### src/rtl/rib_timer.sv
// RIB responder timer: prescaled up-counter with periodic/one-shot modes
// and a level interrupt gated by CTRL.IE.
module rib_timer #(
  parameter int PRESC_W = 16,
  parameter int CNT_W   = 32
) (
  input  logic        clk,
  input  logic        rst,
  input  logic [31:0] addr_i,
  input  logic [31:0] data_i,
  input  logic        we_i,
  output logic [31:0] data_o,
  output logic        irq_o
);

  typedef enum logic [1:0] {
    IDLE = 2'd0,
    RUN  = 2'd1,
    DONE = 2'd2
  } state_t;

  state_t state, state_nx;

  logic               en, ie, mode, irq;
  logic [PRESC_W-1:0] presc, pcnt;
  logic [CNT_W-1:0]   load, count;
  logic [2:0]         sel;
  logic               wr_ctrl, wr_presc, wr_load;
  logic               tick, term, start;
  logic               unused_bits;

  assign sel      = addr_i[4:2];
  assign wr_ctrl  = we_i && (sel == 3'd0);
  assign wr_presc = we_i && (sel == 3'd1);
  assign wr_load  = we_i && (sel == 3'd2);

  assign tick  = (state == RUN) && (pcnt == presc);
  assign term  = tick && (count == load);
  assign irq_o = ie & irq;

  assign unused_bits = ^{addr_i[31:5], addr_i[1:0], data_i};

  // Software writes to CTRL take priority over the one-shot stop.
  always_comb begin
    state_nx = state;
    start    = 1'b0;
    unique case (state)
      IDLE: begin
        if (wr_ctrl && data_i[0]) begin
          state_nx = RUN;
          start    = 1'b1;
        end
      end
      RUN: begin
        if (wr_ctrl)
          state_nx = data_i[0] ? RUN : IDLE;
        else if (term && mode)
          state_nx = DONE;
      end
      DONE: begin
        if (wr_ctrl) begin
          state_nx = data_i[0] ? RUN : IDLE;
          start    = data_i[0];
        end
      end
      default: state_nx = IDLE;
    endcase
  end

  always_ff @(posedge clk) begin
    if (rst) begin
      state <= IDLE;
      en    <= 1'b0;
      ie    <= 1'b0;
      mode  <= 1'b0;
      irq   <= 1'b0;
      presc <= '0;
      load  <= '0;
      pcnt  <= '0;
      count <= '0;
    end else begin
      state <= state_nx;
      if (start) begin
        pcnt  <= '0;
        count <= '0;
      end else if (state == RUN) begin
        if (tick) begin
          pcnt  <= '0;
          count <= term ? '0 : count + CNT_W'(1);
        end else begin
          pcnt <= pcnt + PRESC_W'(1);
        end
      end
      if (wr_ctrl) begin
        en   <= data_i[0];
        ie   <= data_i[1];
        mode <= data_i[2];
      end else if (term && mode) begin
        en <= 1'b0;
      end
      // Hardware set beats a same-cycle W1C.
      if (term)
        irq <= 1'b1;
      else if (wr_ctrl && data_i[3])
        irq <= 1'b0;
      if (wr_presc)
        presc <= data_i[PRESC_W-1:0];
      if (wr_load)
        load <= data_i[CNT_W-1:0];
    end
  end

  always_comb begin
    data_o = '0;
    unique case (sel)
      3'd0: data_o = {28'd0, irq, mode, ie, en};
      3'd1: data_o = 32'(presc);
      3'd2: data_o = 32'(load);
      3'd3: data_o = 32'(count);
      3'd4: data_o = {29'd0, tick, state};
      default: data_o = '0;
    endcase
  end

endmodule
### config.mk
export PLATFORM = sky130hd
export DESIGN_NAME = rib_timer
export DESIGN_NICKNAME = d
export VERILOG_FILES = /design/src/rtl/rib_timer.sv
export SDC_FILE = /design/constraint.sdc
export NUM_CORES = 1
export LEC_CHECK = 0
export ABC_AREA = 1
export BUFFER_PORTS_ARGS = -buffer_cell sky130_fd_sc_hd__buf_2
export CAP_MARGIN = 30
export CORE_UTILIZATION = 60
export CTS_CLUSTER_SIZE = 20
export DETAILED_ROUTE_END_ITERATION = 10
export PLACE_DENSITY = 0.84
export SLEW_MARGIN = 20
export SYNTH_ARGS = -nofsm -noshare
export SYNTH_HDL_FRONTEND = slang
export SYNTH_SLANG_ARGS = --single-unit
### constraint.sdc
create_clock -name clk -period 3 [get_ports clk]
set_clock_uncertainty 0.1 [all_clocks]
set_input_delay 0.6 -clock clk [delete_from_list [all_inputs] [get_ports clk]]
set_output_delay 0.6 -clock clk [all_outputs]
set_load 0.05 [all_outputs]
Word-level counts from Yosys, hierarchy flattened:

Index checks and enable logic that the tools add are counted.

* bits in registers: 102
* bits in latches: 0
* bits in writable memories: 0
* ROM bits: 0
* input port bits: 67
* output and inout bits: 33
* logic and storage cells: 54
* memories: 0

* $add $sub $neg: 2
* $mul: 0
* div/mod/pow operators: 0
* magnitude comparators: 0
* equal/unequal tests: 11
* shifts and indexed selects: 0
* mux-type cells: 16
* bitwise operators: 1
* reduce and logical (&&, ||, !) cells: 15

Operators with widths (number)
* 32-bit one-hot mux with 5 select lines: 1
* 32-bit by 1-bit adder with 32-bit output, second input constant: 1
* 32-bit equality test: 1
* 32-bit 2-to-1 mux: 1
* 16-bit by 1-bit adder with 16-bit output, second input constant: 1
* 16-bit equality test: 1
* 16-bit 2-to-1 mux: 1
* 1-bit logical AND: 8
* 2-bit 2-to-1 mux: 4
* 1-bit 2-to-1 mux: 7
* 3-bit by 2-bit equality test with 1-bit output, second input constant: 2
* 2-bit one-hot mux with 3 select lines: 1
* 2-bit != test, second input constant: 2
* 2-bit nonzero test: 2
* 3-bit by 1-bit equality test with 1-bit output, second input constant: 1
* 3-bit equality test, second input constant: 1
* 3-bit zero test: 1
* 3-bit != test, second input constant: 1
* 3-bit AND reduction: 1
* 2-bit by 1-bit equality test with 1-bit output, second input constant: 1
* 2-bit equality test, second input constant: 1
* 2-bit zero test: 1
* 1-bit one-hot mux with 2 select lines: 1
* 2-bit AND reduction: 1
* other kinds (2): 2

Longest topological paths before layout:

* depth in word-level cells: 7
* depth in mapped cells: 14
* mapped depth without buffers: 13

Least setup slack after synthesis:

OpenSTA, ideal clock, no wires.

* path kind: input -> output
* start point: input addr_i[3]
* end point: output data_o[0]
* data arrival time: 2381 ps
* data required time: 2300 ps
* slack: -81 ps
* cell stages on the path: 5
* path buffers: 1
* cells stage by stage: inv_1 > nor3_4 > inv_1 > clkbuf_1 > o21ai_0

* longest elaborated chain between the ends: 2
* elaborated cells between the ends (all ways): 6
* those cells by class: eq/ne: 4; mux: 1; reduce/logical: 1

Ends and longest elaborated chain
* from (decl): RTL line 9 `input logic [31:0] addr_i,`
* 3-bit equality test (tied with other cells): RTL line 115 `unique case (sel)`
* 32-bit one-hot mux with 5 select lines *: RTL line 115
* to (decl): RTL line 12 `output logic [31:0] data_o,`

Every way passes the cells marked *; elsewhere a longest branch is shown, timed or not.

Final worst setup path:

* start point: register state[0]
* end point: output data_o[2]

* longest elaborated chain between the ends: 3

Ends and longest elaborated chain
* from (decl): RTL line 22 `state_t state, state_nx;`
* from (signal assigned): RTL line 82 `state <= state_nx;`
* 2-bit by 1-bit equality test with 1-bit output: RTL line 37 `assign tick = (state == RUN) && (pcnt == presc);`
* 1-bit logical AND: RTL line 37
* 32-bit one-hot mux with 5 select lines: RTL line 115

No other way between the ends.

==> impl_summary.md <==
Pwr
IR analysis of the VDD net gives a maximum drop of 218 uV. The leakage power figure is 2.70 nW. The total power density per cell area is 382 mW/mm^2.

Logic synthesis
In the synthesized netlist, the number of instances is 932. Of all flip-flops after synthesis, the portion carrying an async set or reset was 0. Yosys printed 0 warnings.

The number of synthesized flops with an enable pin is 0. The area of the mapped netlist is 0.00602 sq mm. The net count after synthesis is 1001. The flip-flop cell with the highest count after synthesis is dfxtp_1. Counting distinct cell types in the post-synthesis netlist gives 43.

A synthesized cell averages 6.46 sq um. The number of flip-flops and latches in the synthesized netlist is 102. The share of the Yosys chip area taken by registers is 0.339.

STA
The number of setup violations in the final report is 0. In the finished design, the share of the clock period the worst path needs comes to 0.915. Timing would allow up to 0.364 GHz.

The worst path in the final design needs a cycle of 2.74 ns, including I/O delays and setup. The setup total negative slack is 0 ns. At the pin with the least slew margin, the transition time is 0.576 ns.

The count of final max-slew check failures is 0. Setup repair after global routing left no endpoint under its margin. The hold violation total from the final report is 0.

The tightest slew margin relative to the limit is 0.616.

Run
The max-capacitance violation count is 0.

Clocking
The number of H-tree levels is 3. The clock tree from TritonCTS is done. Clock-pin slew was measured on the worst setup and hold paths at 0.11 ns. The clock root buffer is clkbuf_8. Counting the buffers created by CTS gives 9.

The count of hold buffers inserted by post-cts repair is 0. The total clock sinks is 102. The later pin in the worst-skew pair is clocked with a latency of 0.38 ns. The number of buffers on the longest clock path is 2.

Routing
The post-detailed-route count of antenna-violating nets is 0. In the routed layout, each cell is associated on average with a via count of 5.41. The final layout contains routed wiring with a total length of 15200 microns. The pre-antenna-repair detailed-routing pass consisted of 9 iterations. For this run, design rule violations remaining after detail routing come to 0. In this run, the number of DRC markers left after iteration 0 of detailed routing was 370. The post-detailed-route wirelength per cell is 13.5 microns. The total via count after detailed routing is 6109.

Global route
The number of global-route vias before repair is 5295. The first global-routing pass estimated 24700 microns of wire. Entering global routing, the biggest net connects 65 pins. The number of antenna violations at the first check in global routing is 0. The total grt overflow is 0. The overall global routing resource usage is 0.303.

Placement
The placed instance count is 1113. The cell area after placement is 0.00646 sq mm. After legalization and detailed placement, the total HPWL measured 11400 microns. The congestion estimate from routability-driven global placement came to 0.995. During placement, the flow inserted port buffers numbering 70.

Die
The core region is 0.00973 sq mm. The die is 102 microns tall. The floorplan step defined a die boundary enclosing 0.0104 sq mm. Row generation in the floorplan step produced 36 rows. The width of the die is 102 microns. The initial utilization of the core area, before any placement, comes to 0.619. For this design the top-level I/O count stands at 100.

Worst setup path
The data arrival time of the worst path is 2.04 ns. The worst setup path is launched from a flip-flop. The worst register-to-register path begins at count[26]. STA puts the critical path data required time at 2.30 ns.

The category of the worst setup path capture point is an output pin. Along the worst path, the maximum fanout reaches 6. The end of the worst register-to-register path is count[6]. The number of cells traversed by the worst register-to-register path is 13. By startpoint and endpoint, the worst setup path is classified as flip-flop to output pin. The worst register-to-register path has a setup slack of 0.75 ns.

Cells and area
The non-filler instance count after layout is 1129. The finished cells cover 0.00665 sq mm. From synthesis to final layout, the design area changed by 10.5%. 0 antenna diodes ended up in the layout.

The share of post-route cells with drive strength above 1 is 0.127. The final layout contains 1060 nets.

Hold path
The worst min-delay path class is primary input to flip-flop. The critical hold path startpoint is data_i[13]. The instance count along the most critical hold path is 3.

The terminating pin of the worst hold path is presc[13].

Outcome
The run finished with clean final reports.
[power breakdown]
group | total, mW | internal (mW) | switching, mW
clock | 0.867 | 0.338 | 0.529
combinational | 0.279 | 0.0844 | 0.194
sequential | 1.39 | 1.38 | 0.0162
total | 2.54 | 1.80 | 0.739
[per-layer routing]
| metal | GRT usage | vias up | routed length, microns |
|---|---|---|---|
| met3 | 0.0588 | 18 | 1050 |
| met5 | 0 | - | 0 |
| met1 | 0.421 | 2761 | 7170 |
| met2 | 0.486 | 199 | 6850 |
| met4 | 0.0703 | 0 | 148 |
| li1 | - | 3131 | - |
[flip-flops by register name (all words and copies together) (netlist names)]
signal	flops
ie	1
irq	1
load	32
count	32
mode	1
pcnt	16
presc	16
state	2
en	1
[cells by family (layout without fill, tap and decap cells)]
family	after synthesis	count (layout)	share of synthesized area
and+or+nand+nor	466	466	0.342
xor gates and xnor gates	34	34	0.0495
adders and majority gates	2	2	0.00416
AOI/OAI and AO/OA	173	173	0.163
buffers and inverters	155	219	0.102
DFF	102	102	0.339
[critical path, cell delays in order, from the launching register on]
cell and delay [ns]:
dfxtp_1 0.36, inv_2 0.08, nor2_4 0.18, nand2_1 0.07
nor2_1 0.10, nand2_1 0.06, nor2_1 0.17, nand3b_1 0.17
o21ai_1 0.21, clkbuf_4 0.27
[layout make-up]
type,count,area [sq um]
sequential,102,2040
timing repair buffer,79,420
fill,934,3080
clock buffer,10,138
clock inverter,6,53.8
tap,133,166
inverter,124,465
multi-input combinational,675,3360
[worst max path at each step]
stage,depth (start not counted),slack (ns),startpoint,end
CTS,9,0.15,state[0],data_o[2]
global placement,7,0.34,addr_i[3],data_o[1]
detailed placement,7,0.35,addr_i[3],data_o[1]
floorplan,5,-0.08,addr_i[3],data_o[0]
global route,9,0.07,state[0],data_o[2]
finish,9,0.26,state[0],data_o[2]
[synthesized netlist by cell type (11+ instances only)]
master / n / area [sq um]
a21oi_1: 73 / 365
o21ai_0: 55 / 275
nor3_1: 11 / 55.1
o22ai_1: 20 / 125
nand3_1: 35 / 175
dfxtp_1: 102 / 2040
nor2_1: 105 / 394
nand4_1: 15 / 93.8
xor2_1: 27 / 236
nand2_1: 255 / 957
o221ai_1: 11 / 96.3
clkbuf_1: 16 / 60.1
nand3b_1: 15 / 113
inv_1: 118 / 443
[repair_timing]
action,4_1_cts,5_1_grt
endpoints found under the setup margin,0,1
buffers inserted,0,0
gates resized for setup,0,2
[stage by stage]
| stage | power, mW | utilization | setup WS [ns] | hold slack [ns] |
|---|---|---|---|---|
| 4_1_cts | 2.55 | 0.683 | 0.149 | 0.367 |
| 5_1_grt | 2.64 | 0.684 | 0.0651 | 0.371 |
| 3_5_place_dp | 1.70 | 0.664 | 0.355 | 0.372 |
| 2_1_floorplan | 1.61 | - | -0.0808 | 0.352 |
| 3_3_place_gp | 1.70 | 0.664 | 0.344 | 0.372 |
| 6_report | 2.54 | 0.684 | 0.255 | 0.370 |
[cells in the final DEF, fill, tap and decap left out, types with 2 or more instances in the layout]
cell	instances
inv_2	6
ha_1	2
buf_4	9
o22ai_1	20
clkinv_4	3
buf_2	69
xnor2_1	7
a221oi_1	3
nor2_1	105
nand4_1	15
nand3_1	35
nor2_4	3
nand3_2	3
clkbuf_8	10
nor3_2	3
o21ai_1	4
nand3b_1	15
inv_1	118
xor2_1	27
dfxtp_1	102
a21oi_1	73
o21ai_0	54
nor3_4	3
nor3b_1	5
o221ai_1	11
nand2_2	6
nor2_2	3
nor3_1	11
and2_1	2
nand2_1	254
(Power assumes the default switching activity.)
